--- config.mk ---
export PLATFORM = sky130hd
export DESIGN_NAME = branch_trace_driver
export DESIGN_NICKNAME = d
export VERILOG_FILES = /design/src/rtl/branch_pkg.sv /design/src/rtl/branch_slot_table.sv /design/src/rtl/branch_trace_driver.sv
export SDC_FILE = /design/constraint.sdc
export NUM_CORES = 1
export LEC_CHECK = 0
export CORE_ASPECT_RATIO = 1.4
export CORE_MARGIN = 8
export CORE_UTILIZATION = 55
export CTS_CLUSTER_DIAMETER = 80
export CTS_CLUSTER_SIZE = 14
export DETAILED_ROUTE_END_ITERATION = 7
export PLACE_DENSITY = 0.79
export SLEW_MARGIN = 20
export SYNTH_ARGS = -nofsm -noshare
export SYNTH_HDL_FRONTEND = slang
export SYNTH_HIERARCHICAL = 1
export SYNTH_SLANG_ARGS = --single-unit
--- constraint.sdc ---
create_clock -name clk -period 12.75 [get_ports clk]
set_input_delay 2.55 -clock clk [delete_from_list [all_inputs] [get_ports clk]]
set_output_delay 2.55 -clock clk [all_outputs]
set_load 0.01 [all_outputs]
--- src/rtl/branch_pkg.sv ---
// rtl/branch_pkg.sv - shared types and constants for the branch trace driver
package branch_pkg;

  localparam int BR_PC_W   = 8;
  localparam int BR_TRIP_W = 4;

  typedef enum logic [1:0] {
    ST_IDLE  = 2'd0,
    ST_RUN   = 2'd1,
    ST_DRAIN = 2'd2,
    ST_DONE  = 2'd3
  } state_e;

  typedef struct packed {
    logic [BR_PC_W-1:0]   pc;
    logic [BR_TRIP_W-1:0] trip;
  } slot_cfg_t;

  localparam logic [15:0] LFSR_SEED     = 16'hACE1;
  // Taps 16,14,13,11 of a right-shifting Fibonacci register land on bits 0,2,3,5
  localparam logic [15:0] LFSR_TAP_MASK = 16'h002D;

  function automatic logic [15:0] lfsr_step(input logic [15:0] l);
    return {^(l & LFSR_TAP_MASK), l[15:1]};
  endfunction

endpackage

--- src/rtl/branch_slot_table.sv ---
// rtl/branch_slot_table.sv - slot cfg register file plus per-slot loop iteration counters
module branch_slot_table
  import branch_pkg::*;
#(
  parameter int NUM_SLOTS = 4,
  localparam int SLOT_W = $clog2(NUM_SLOTS)
) (
  input  logic                 clk,
  input  logic                 reset_n,
  input  logic                 cfg_we_i,
  input  logic [SLOT_W-1:0]    cfg_slot_i,
  input  logic [BR_PC_W-1:0]   cfg_pc_i,
  input  logic [BR_TRIP_W-1:0] cfg_trip_i,
  input  logic                 restart_i,
  input  logic                 advance_i,
  input  logic                 freeze_i,
  input  logic [SLOT_W-1:0]    slot_i,
  output logic [BR_PC_W-1:0]   pc_o,
  output logic                 taken_o
);

  slot_cfg_t            cfg_q  [NUM_SLOTS];
  logic [BR_TRIP_W-1:0] iter_q [NUM_SLOTS];

  slot_cfg_t            rd_cfg;
  logic [BR_TRIP_W-1:0] rd_k;
  logic [BR_TRIP_W-1:0] k_next;

  // Same-cycle write and restart are forwarded so the first event of a run sees them
  always_comb begin
    rd_cfg = cfg_q[slot_i];
    if (cfg_we_i && (cfg_slot_i == slot_i)) begin
      rd_cfg = '{pc: cfg_pc_i, trip: cfg_trip_i};
    end
    rd_k    = restart_i ? '0 : iter_q[slot_i];
    taken_o = 1'b0;
    k_next  = '0;
    if (rd_cfg.trip == '0) begin
      taken_o = 1'b1;
    end else if (rd_k < (rd_cfg.trip - BR_TRIP_W'(1))) begin
      taken_o = 1'b1;
      k_next  = rd_k + BR_TRIP_W'(1);
    end
  end

  assign pc_o = rd_cfg.pc;

  always_ff @(posedge clk or negedge reset_n) begin
    if (!reset_n) begin
      for (int i = 0; i < NUM_SLOTS; i++) begin
        cfg_q[i]  <= '{pc: BR_PC_W'(i), trip: '0};
        iter_q[i] <= '0;
      end
    end else begin
      for (int i = 0; i < NUM_SLOTS; i++) begin
        if (cfg_we_i && (cfg_slot_i == SLOT_W'(i))) begin
          cfg_q[i] <= '{pc: cfg_pc_i, trip: cfg_trip_i};
        end
        if (restart_i) begin
          iter_q[i] <= '0;
        end
        if (advance_i && !freeze_i && (slot_i == SLOT_W'(i))) begin
          iter_q[i] <= k_next;
        end
      end
    end
  end

endmodule

--- src/rtl/branch_trace_driver.sv ---
// rtl/branch_trace_driver.sv - emits loop-pattern branch events and scores predictor output
// Optional random outcomes when TRACE_LFSR_EN is defined.
module branch_trace_driver
  import branch_pkg::*;
#(
  parameter int NUM_SLOTS = 4,
  parameter int PC_W      = BR_PC_W,
  parameter int TRIP_W    = BR_TRIP_W,
  parameter int CNT_W     = 32,
  localparam int SLOT_W   = $clog2(NUM_SLOTS)
) (
  input  logic              clk,
  input  logic              reset_n,
  input  logic              cfg_we,
  input  logic [SLOT_W-1:0] cfg_slot,
  input  logic [PC_W-1:0]   cfg_pc,
  input  logic [TRIP_W-1:0] cfg_trip,
  input  logic              lfsr_mode,
  input  logic              start,
  input  logic [15:0]       num_events,
  input  logic              pred_taken,
  output logic              out_valid,
  output logic [PC_W-1:0]   out_pc,
  output logic              out_taken,
  output logic              busy,
  output logic              done,
  output logic [CNT_W-1:0]  event_count,
  output logic [CNT_W-1:0]  mismatch_count
);

  state_e              state_q, state_d;
  logic [15:0]         remain_q, remain_d;
  logic [SLOT_W-1:0]   slot_q, slot_d, slot_sel;
  logic [CNT_W-1:0]    ev_q, ev_d, ev_base;
  logic [CNT_W-1:0]    mm_q, mm_d, mm_base;
  logic                out_valid_q, out_taken_q, chk_valid_q, chk_taken_q;
  logic [PC_W-1:0]     out_pc_q;
  logic                busy_q, done_q;
  logic                issue, start_ok, cfg_ok, mismatch_hit;
  logic [PC_W-1:0]     tbl_pc;
  logic                tbl_taken, ev_taken, use_lfsr, lfsr_bit;

  assign start_ok = start && (state_q == ST_IDLE);
  assign cfg_ok   = cfg_we && (state_q == ST_IDLE);

  always_comb begin
    state_d  = state_q;
    remain_d = remain_q;
    issue    = 1'b0;
    case (state_q)
      ST_IDLE: begin
        if (start) begin
          if (num_events != 16'd0) begin
            state_d  = ST_RUN;
            issue    = 1'b1;
            remain_d = num_events - 16'd1;
          end else begin
            state_d = ST_DRAIN;
          end
        end
      end
      ST_RUN: begin
        if (remain_q != 16'd0) begin
          issue    = 1'b1;
          remain_d = remain_q - 16'd1;
        end else begin
          state_d = ST_DRAIN;
        end
      end
      ST_DRAIN: state_d = ST_DONE;
      default:  state_d = ST_IDLE;
    endcase
  end

  branch_slot_table #(.NUM_SLOTS(NUM_SLOTS)) u_table (
    .clk        (clk),
    .reset_n    (reset_n),
    .cfg_we_i   (cfg_ok),
    .cfg_slot_i (cfg_slot),
    .cfg_pc_i   (cfg_pc),
    .cfg_trip_i (cfg_trip),
    .restart_i  (start_ok),
    .advance_i  (issue),
    .freeze_i   (use_lfsr),
    .slot_i     (slot_sel),
    .pc_o       (tbl_pc),
    .taken_o    (tbl_taken)
  );

`ifdef TRACE_LFSR_EN
  logic [15:0] lfsr_q;

  assign use_lfsr = lfsr_mode;
  assign lfsr_bit = lfsr_q[0];

  always_ff @(posedge clk or negedge reset_n) begin
    if (!reset_n) begin
      lfsr_q <= LFSR_SEED;
    end else if (issue) begin
      lfsr_q <= lfsr_step(lfsr_q);
    end
  end
`else
  logic unused_lfsr_mode;

  assign unused_lfsr_mode = lfsr_mode;
  assign use_lfsr         = 1'b0;
  assign lfsr_bit         = 1'b0;
`endif

  assign ev_taken = use_lfsr ? lfsr_bit : tbl_taken;

  // A start folds the run-scoped clears into the same edge that issues the first event
  assign slot_sel     = start_ok ? '0 : slot_q;
  assign slot_d       = issue ? (slot_sel + SLOT_W'(1)) : slot_sel;
  assign ev_base      = start_ok ? '0 : ev_q;
  assign mm_base      = start_ok ? '0 : mm_q;
  assign mismatch_hit = chk_valid_q && (pred_taken != chk_taken_q);
  assign ev_d         = (issue && !(&ev_base)) ? ev_base + CNT_W'(1) : ev_base;
  assign mm_d         = (mismatch_hit && !(&mm_base)) ? mm_base + CNT_W'(1) : mm_base;

  always_ff @(posedge clk or negedge reset_n) begin
    if (!reset_n) begin
      state_q     <= ST_IDLE;
      remain_q    <= '0;
      slot_q      <= '0;
      ev_q        <= '0;
      mm_q        <= '0;
      out_valid_q <= 1'b0;
      out_pc_q    <= '0;
      out_taken_q <= 1'b0;
      chk_valid_q <= 1'b0;
      chk_taken_q <= 1'b0;
      busy_q      <= 1'b0;
      done_q      <= 1'b0;
    end else begin
      state_q     <= state_d;
      remain_q    <= remain_d;
      slot_q      <= slot_d;
      ev_q        <= ev_d;
      mm_q        <= mm_d;
      out_valid_q <= issue;
      out_pc_q    <= issue ? tbl_pc : '0;
      out_taken_q <= issue && ev_taken;
      chk_valid_q <= out_valid_q;
      chk_taken_q <= out_taken_q;
      busy_q      <= (state_d != ST_IDLE);
      done_q      <= (state_d == ST_DONE);
    end
  end

  assign out_valid      = out_valid_q;
  assign out_pc         = out_pc_q;
  assign out_taken      = out_taken_q;
  assign busy           = busy_q;
  assign done           = done_q;
  assign event_count    = ev_q;
  assign mismatch_count = mm_q;

endmodule

After elaboration in Yosys (flattened, before gate mapping):

Cells that the tools add are included.

* bits in registers: 162
* input port bits: 36
* output and inout bits: 76
* word-level logic and storage cells: 116

* $add $sub $neg: 7
* magnitude comparators: 2
* eq/ne operators: 14
* muxes and demuxes: 36
* bitwise logic cells: 1
* reductions and logical operators: 32

Operators by type and width (number)
* 32-bit two-way mux: 4
* 32-bit by 1-bit adder with 32-bit output, second input constant: 2
* 32-bit AND reduction: 2
* 16-bit two-way mux: 3
* 4-bit two-way mux: 10
* 12-bit two-way mux: 3
* 16-bit one-hot mux with 2 select lines: 1
* 16-bit nonzero test: 2
* 16-bit by 1-bit subtractor with 16-bit output, second input constant: 2
* 12-bit binary-select mux with 2-bit select: 1
* 1-bit logical AND: 15
* 2-bit == test, second input constant: 6
* 2-bit nonzero test: 6
* 2-bit two-way mux: 5
* 4-bit binary-select mux with 2-bit select: 1
* 8-bit two-way mux: 1
* 2-bit by 1-bit == test with 1-bit output, second input constant: 3
* 2-bit logical NOT: 3
* 2-bit one-hot mux with 3 select lines: 1
* 1-bit two-way mux: 5
* 4-bit by 1-bit adder with 4-bit output, second input constant: 1
* 4-bit logical NOT: 1
* 4-bit < comparator: 1
* 2-bit inequality test, second input constant: 2
* 10 further kinds: 11

Logic depth before layout (Yosys ltp):

Gate-level depths: netlist (run 1).

* depth in word-level cells: 13
* mapped depth: 19

Hierarchy:

The synthesis (run 1) kept the hierarchy.

By module, submodules not included
* branch_trace_driver: times used 1, cells an instance 628, area an instance 5688.0 µm², sequential area each 2452.4 µm²
* branch_slot_table: times used 1, cells an instance 217, area an instance 3275.6 µm², sequential area each 1606.5 µm²

Worst setup path before layout (run 1):

OpenSTA, ideal clock, no wires.

* kind: input-to-reg
* start point: input port start
* end point: register u_table/iter_q[7] (netlist name)
* library setup time: 0.066 ns
* arrival time: 6.301 ns
* path slack: 6.383 ns
* stages on the path: 18
* cells stage by stage: or3b_1 -> buf_4 -> clkbuf_1 -> buf_1 -> clkbuf_1 -> and2_1 -> buf_2 -> xor2_1 -> o31ai_1 -> and2_1 -> nand3_1 -> xnor2_1 -> ha_1 -> a211o_1 -> a21oi_1 -> a32oi_4 -> nor4_4 -> a22o_1

* longest elaborated chain between the ends: 12
* elaborated cells on any way between the ends: 25
* those cells by class: 2 x add/sub; 1 x order compare; 2 x eq/ne; 14 x mux; 1 x bitwise; 5 x reduce/logical

RTL lines
* start: declaration: line branch_trace_driver.sv:19 `input logic start,`
* 1-bit logical AND *: line branch_trace_driver.sv:43 `assign start_ok = start && (state_q == ST_IDLE);`
* 2-bit two-way mux *: line branch_trace_driver.sv:114 `assign slot_sel = start_ok ? '0 : slot_q;`
* net slot_sel[1]: line branch_trace_driver.sv:33 `logic [SLOT_W-1:0] slot_q, slot_d, slot_sel;`
* 2-bit NOT with 3-bit output (not written as such): line branch_slot_table.sv:31, branch_slot_table.sv:35
* 12-bit binary-select mux with 2-bit select: line branch_slot_table.sv:31 `rd_cfg = cfg_q[slot_i];`
* 12-bit two-way mux (not written as such) (2 in a row): line branch_slot_table.sv:31
* 12-bit two-way mux: line branch_slot_table.sv:32 `if (cfg_we_i && (cfg_slot_i == slot_i)) begin`
* 4-bit by 1-bit subtractor with 4-bit output: line branch_slot_table.sv:40 `end else if (rd_k < (rd_cfg.trip - BR_TRIP_W'(1))) begin`
* 4-bit < comparator: line branch_slot_table.sv:40
* 4-bit two-way mux: line branch_slot_table.sv:40
* 4-bit two-way mux: line branch_slot_table.sv:38 `if (rd_cfg.trip == '0) begin`
* 4-bit two-way mux: line branch_slot_table.sv:62 `if (advance_i && !freeze_i && (slot_i == SLOT_W'(i))) begin`
* end signal: indexed assignment: line branch_slot_table.sv:63 `iter_q[i] <= k_next;`
* end: declaration: line branch_slot_table.sv:23 `logic [BR_TRIP_W-1:0] iter_q [NUM_SLOTS];`

The timed path passes the listed nets; every way through them passes the cells marked *. The select of a mux whose other input is x is not followed.
A chain may end at the register's enable or synchronous reset.

Worst setup path after layout (run 1):

* start point: input port start
* end point: register u_table/iter_q[14] (netlist name)

Same word-level chain as after synthesis.

==> flow_summary.yaml, run 1 <==
outcome:
  status: "completed"
timing:
  rsz0062_at_grt: "false"
  final.setup.tns_ps: 0
  finClkSkew_ps: 7.47
  whs_ps: 430
  fin_crit_sh: 0.537
  setup_viol: 0
  period_minus_slack_ps: 6850
  fmax_ghz: 0.146
  slew_viol_final: 0
  max-slew-margin-rel: 0.268
  worstMarginPinSlew_ps: 1090
  hold_viol: 0
synth:
  synth_top_cell_area_share: 0.441
  synth-main-ff-cell: "dfrtp_1"
  syn_avg_cell_area_um2: 10.6
  synth_cell_types: 82
  synth_edf_count: 0
  yosys_warnings: 6
  async_flop_share: 1.00
  synth_area_leaders: "dfrtp_1 (44%), mux2_2 (7.7%), nand2_1 (3.3%), mux4_2 (3.0%), nor2_1 (2.9%)"
  ys_ff_latch: 162
  synth.yosys.seq_area_share: 0.453
  synthesis.area_um2: 8960
  yosysTopAreaCell: "dfrtp_1"
  netlist_instances: 845
floorplan:
  std_cell_rows: 55
  die_area_um2: 20700
  io_pins: 112
  die_x_um: 124
  die_h_um: 167
  initial_core_util: 0.559
  core_um2: 16000
cells_and_area:
  drive_gt1_frac: 0.159
  antenna_cells: 0
  syn_to_final_growth_pct: 20.1
  nets: 988
  final_util: 0.671
routing:
  drt_iter0_drc: 517
  vias_per_cell: 6.20
  vias: 7178
  dr.pass1.iters: 5
  drc_errors: 0
  routedWlPerCell_um: 19.0
  drt-total-wl_mm: 22.0
  ant_nets: 0
clock_network:
  htree_levels: 4
  holdBufCountCts: 0
  cts_root_buffer: "clkbuf_16"
  cts_resized: 0
  cts_tree: "yes"
  cts.clk_slew.worst_paths_ps: 60
  cts.path.max_buffers: 2
  clkSinkCount: 162
  cts_setup_buffers: 0
  cts_buffers: 17
  insertion_delay_ps: 430
global_route:
  grt_antenna_before_repair: 0
  grt-ovfl-total: 0
  grt_pass1_vias: 7221
  grt_pass1_wl_mm: 36.1
  grt_usage: 0.217
  grt_max_degree: 96
setup_path:
  start_kind: "primary input"
  end_kind: "flop"
  required_ps: 13110
  worstPathArrival_ps: 7210
  path_class: "primary input to flop"
  cp_max_fo: 22
placed_design:
  port_buffers: 110
  dp.final_hpwl_mm: 14.9
  place.gp.congestion: 0.873
flow_run:
  cap_violations: 0
power_and_ir_drop:
  power.switching_uw: 721
  seqPwrFrac: 0.378
  swShare: 0.347
  powerDensity_nw_per_um2: 193
  p_total_mw: 2.08
  ir_drop_uv: 160
  clockPowerShare: 0.238
  p_leak_nw: 4.41
  p_int_mw: 1.36
  combPwrFrac: 0.383
worst_hold_path:
  hp-class: "flop to flop"
## final timing paths
kind / startpoint / to / slack, ps / cells after the start
setup / recovery: start / u_table/iter_q[14]$_DFFE_PN0P_ / 5900 / 15
min in group asynchronous: reset_n / event_count[15]$_DFF_PN0_ / 2220 / 1
setup reg to reg: state_q[0]$_DFF_PN0_ / u_table/iter_q[14]$_DFFE_PN0P_ / 7980 / 14
hold reg to reg: out_taken$_DFF_PN0_ / chk_taken_q$_DFF_PN0_ / 430 / 0
max in group asynchronous: reset_n / u_table/iter_q[2]$_DFFE_PN0P_ / 9130 / 2
hold / removal: out_taken$_DFF_PN0_ / chk_taken_q$_DFF_PN0_ / 430 / 0
## power groups by stage
| stage | registers [mW] | clock network, mW | logic (mW) |
|---|---|---|---|
| 2_1_floorplan | 0.765 | 0 | 0.597 |
| 3_3_place_gp | 0.781 | 0 | 0.771 |
| 3_5_place_dp | 0.790 | 0 | 0.793 |
| 4_1_cts | 0.783 | 0.503 | 0.800 |
| 5_1_grt | 0.802 | 0.523 | 0.869 |
| 6_report | 0.786 | 0.495 | 0.796 |
## worst max-delay path, cell delays in order
cell and delay, ps:
clkdlybuf4s50_1 510, or3b_1 420, and2_1 180, buf_4 230
xnor2_1 320, nand3_1 560, mux2i_1 490, nand3_1 150
xnor2_1 150, ha_1 280, a211o_1 260, a21oi_1 220
a32oi_4 170, nor2_2 430, a32o_1 260
## per-stage QoR
step,setup WS (ps),area (µm²),instances
after floorplan,6380,8970,848
after global placement,5590,10200,1125
after detailed placement,5510,10200,1125
after CTS,5940,10800,1157
after global routing,5620,10800,1157
final,5900,10800,1157
## layout by cell type (no fill, tap or decap), types with 13 or more instances in the layout
cell,instances
clkbuf_16,17
mux2i_1,17
xor2_1,16
nor2_1,70
nand2_1,78
nor4_1,13
nor3_1,27
nand4_1,25
nand3_1,27
and2_1,20
xnor2_1,25
or3_1,14
mux2_2,61
a21oi_1,36
dfrtp_1,158
clkdlybuf4s50_1,109
o21ai_0,18
nand2b_1,13
## layout make-up
class,count,area [µm²]
Tap cell,199,249
Fill cell,1244,5270
Clock buffer,23,498
Sequential cell,162,4060
Inverter,13,48.8
Multi-Input combinational cell,633,4670
Timing Repair Buffer,118,1160
Clock inverter,9,76.3
## cell families after synthesis
| logic type | count (synthesis) | synth area share |
|---|---|---|
| AO/OA/AOI/OAI | 137 | 0.113 |
| XOR/XNOR | 42 | 0.0419 |
| adder cells (fa/ha/maj) | 7 | 0.00977 |
| buffers and inverters | 53 | 0.0279 |
| flip-flops | 162 | 0.453 |
| multiplexers | 95 | 0.139 |
| other | 1 | 0.000418 |
| AND/OR/NAND/NOR | 348 | 0.215 |
## layer usage
metal  vias up  wire [µm]  GRT usage
met1      3555       8970      0.262
met3        50       1200     0.0416
met2       232      11200      0.365
met5         -          0          0
met4         0        614     0.0919
li1       3341          -          -
## flip-flops by register name, summed over array words and instances (netlist names)
name	count
u_table/cfg_q	48
event_count	32
mismatch_count	32
remain_q	16
u_table/iter_q	16
out_pc	8
slot_q	2
state_q	2
busy	1
chk_taken_q	1
chk_valid_q	1
done	1
out_taken	1
out_valid	1
## Yosys cell counts, types with 9 or more instances
cell type	number
dfrtp_1	158
nand2_1	78
nor2_1	70
mux2_2	61
a21oi_1	36
nand3_1	27
nor3_1	27
nand4_1	25
xnor2_1	25
and2_1	20
clkbuf_1	19
o21ai_0	18
mux2i_1	17
xor2_1	16
or3_1	14
nand2b_1	13
nor4_1	13
a32o_1	12
inv_1	12
mux4_2	12
a31o_2	9
and3_1	9
Note: power is estimated with default switching activity, not from simulation.
==> inputs of run 2 (changes only) <==
CORE_UTILIZATION = 51   (was 55)
PLACE_DENSITY = 0.77   (was 0.79)
clock period = 5.9 ns   (was 12.75 ns; I/O delays follow)
==> flow_summary.yaml, run 2 (synthesized netlist as in run 1, its figures left out) <==
outcome:
  status: "completed"
cells_and_area:
  regMostFlops: "u_table/cfg_q"
  largest_reg_flops: 48
  layout_commonest_cell: "dfrtp_1"
  antenna_cells: 0
  mostFrequentLayoutCells: "dfrtp_1 (158), clkdlybuf4s50_1 (109), nand2_1 (78), nor2_1 (70), mux2_2 (61)"
  final_util: 0.632
  nets: 995
  drive_gt1_frac: 0.163
  fill_cells: 1404
  syn_to_final_growth_pct: 21.7
setup_path:
  crit_slowest_cell: "clkdlybuf4s50_1"
  rr_startpoint: "state_q[0]$_DFF_PN0_"
  required_ps: 6260
  max_stage_delay_ps: 530
  worstPathArrival_ps: 5290
  cp_cell_sequence: "clkdlybuf4s50_1 -> or3b_1 -> and2_1 -> xnor2_1 -> nand3_1 -> mux2i_1 -> nand3_1 -> xnor2_1 -> ha_1 -> a211o_1 -> a21oi_1 -> a32oi_4 -> nor2_2 -> a32o_1"
  end_kind: "flop"
  cp_max_fo: 12
  r2r_cells: 13
  r2r_slack_ps: 1710
  start_kind: "primary input"
  worst_r2r_endpoint: "u_table/iter_q[10]$_DFFE_PN0P_"
  path_class: "primary input to flop"
power_and_ir_drop:
  p_total_mw: 4.58
  p_int_mw: 3.00
  seqPwrFrac: 0.370
  clockPowerShare: 0.251
  powerDensity_nw_per_um2: 420
  swShare: 0.344
  combPwrFrac: 0.379
  p_leak_nw: 4.45
  ir_drop_uv: 335
  power.switching_mw: 1.58
timing:
  slew_viol_final: 0
  final.setup.tns_ps: 0
  whs_ps: 420
  rsz0062_at_grt: "false"
  fin_crit_sh: 0.835
  max-slew-margin-rel: 0.276
  setup_viol: 0
  worstMarginPinSlew_ps: 1080
  fmax_ghz: 0.203
  hold_viol: 0
  period_minus_slack_ps: 4930
  finClkSkew_ps: 7.62
worst_hold_path:
  hp-class: "flop to flop"
  min_delay_path_depth: 0
  worstHoldStart: "out_valid$_DFF_PN0_"
  min_to: "chk_valid_q$_DFF_PN0_"
routing:
  wl_met3_mm: 1.21
  drt-total-wl_mm: 21.8
  dr.pass1.iters: 5
  vias: 7260
  routedWlPerCell_um: 18.2
  drt_iter0_drc: 733
  route.met2.wl_mm: 10.9
  topRoutingLayerUsed: "met4"
  ant_nets: 0
  wl_met1_mm: 9.27
  vias_per_cell: 6.04
  drc_errors: 0
floorplan:
  core_um2: 17300
  die_x_um: 128
  initial_core_util: 0.519
  std_cell_rows: 57
  io_pins: 112
  die_h_um: 173
  die_area_um2: 22100
global_route:
  grt_pass1_wl_mm: 36.3
  grt_antenna_before_repair: 0
  grt_max_degree: 90
  grt-ovfl-total: 0
  grt_usage: 0.202
  grt_pass1_vias: 7216
clock_network:
  cts_resized: 0
  cts_setup_buffers: 0
  cts.clk_slew.worst_paths_ps: 60
  cts_buffers: 17
  cts.path.max_buffers: 2
  insertion_delay_ps: 430
  htree_levels: 4
  clkSinkCount: 162
  cts_root_buffer: "clkbuf_16"
  holdBufCountCts: 0
  cts_tree: "yes"
flow_run:
  cap_violations: 0
placed_design:
  place.gp.congestion: 0.847
  port_buffers: 110
  dp.final_hpwl_mm: 15.2
[run 2: changes by cell type in the layout (fill, tap and decap cells not counted), sizes merged]
cell | previous run | this run
bufinv | 1 | 3
clkinv | 6 | 2
inv | 14 | 15
buf | 9 | 16
clkbuf | 23 | 22
clkinvlp | 1 | 3
[run 2: power by group through the flow]
| stage | clock, mW | sequential [mW] | combinational, mW |
|---|---|---|---|
| global placement | 0 | 1.69 | 1.68 |
| floorplan | 0 | 1.65 | 1.29 |
| finish | 1.15 | 1.69 | 1.74 |
| CTS | 1.16 | 1.69 | 1.75 |
| global route | 1.21 | 1.73 | 1.90 |
| detailed placement | 0 | 1.70 | 1.73 |
[run 2: layer usage]
metal	global-route usage	vias up
met3	0.0409	45
li1	-	3371
met5	0	-
met1	0.250	3608
met4	0.0820	0
met2	0.335	236
[run 2: worst max-delay path: cells and delay by family]
| kind | cells | cell delay (ps) |
|---|---|---|
| AND/OR/NAND/NOR | 5 | 1580 |
| multiplexers | 1 | 290 |
| buffers and inverters | 1 | 530 |
| adder cells (fa/ha/maj) | 1 | 270 |
| AO/OA/AOI/OAI | 4 | 900 |
| XOR/XNOR | 2 | 530 |
[run 2: cell type report]
type / instances / area [µm²] / area share
clock buffers: 22 / 464 / 0.0425
inverters: 13 / 48.8 / 0.00447
well taps: 236 / 295 / 0.0271
flip-flops and latches: 162 / 4060 / 0.372
multi-input cells: 633 / 4670 / 0.428
clock inverters: 10 / 148 / 0.0135
repair buffers: 125 / 1230 / 0.112
[run 2: worst max path at each step]
stage | from | to | slack, ps | cells past startpoint
final | start | u_table/iter_q[10]$_DFFE_PN0P_ | 970 | 14
after global routing | start | u_table/iter_q[1]$_DFFE_PN0P_ | 690 | 14
after CTS | start | u_table/iter_q[10]$_DFFE_PN0P_ | 990 | 14
after detailed placement | start | u_table/iter_q[10]$_DFFE_PN0P_ | 570 | 14
after global placement | start | u_table/iter_q[14]$_DFFE_PN0P_ | 630 | 14
after floorplan | start | u_table/iter_q[7]$_DFFE_PN0P_ | 900 | 18
[run 2: per-stage QoR]
step / worst slack, ps / cell area, µm² / instances
floorplan: 903 / 8970 / 848
global placement: 630 / 10300 / 1169
detailed placement: 570 / 10300 / 1169
CTS: 986 / 10900 / 1201
global route: 688 / 10900 / 1201
finish: 971 / 10900 / 1201
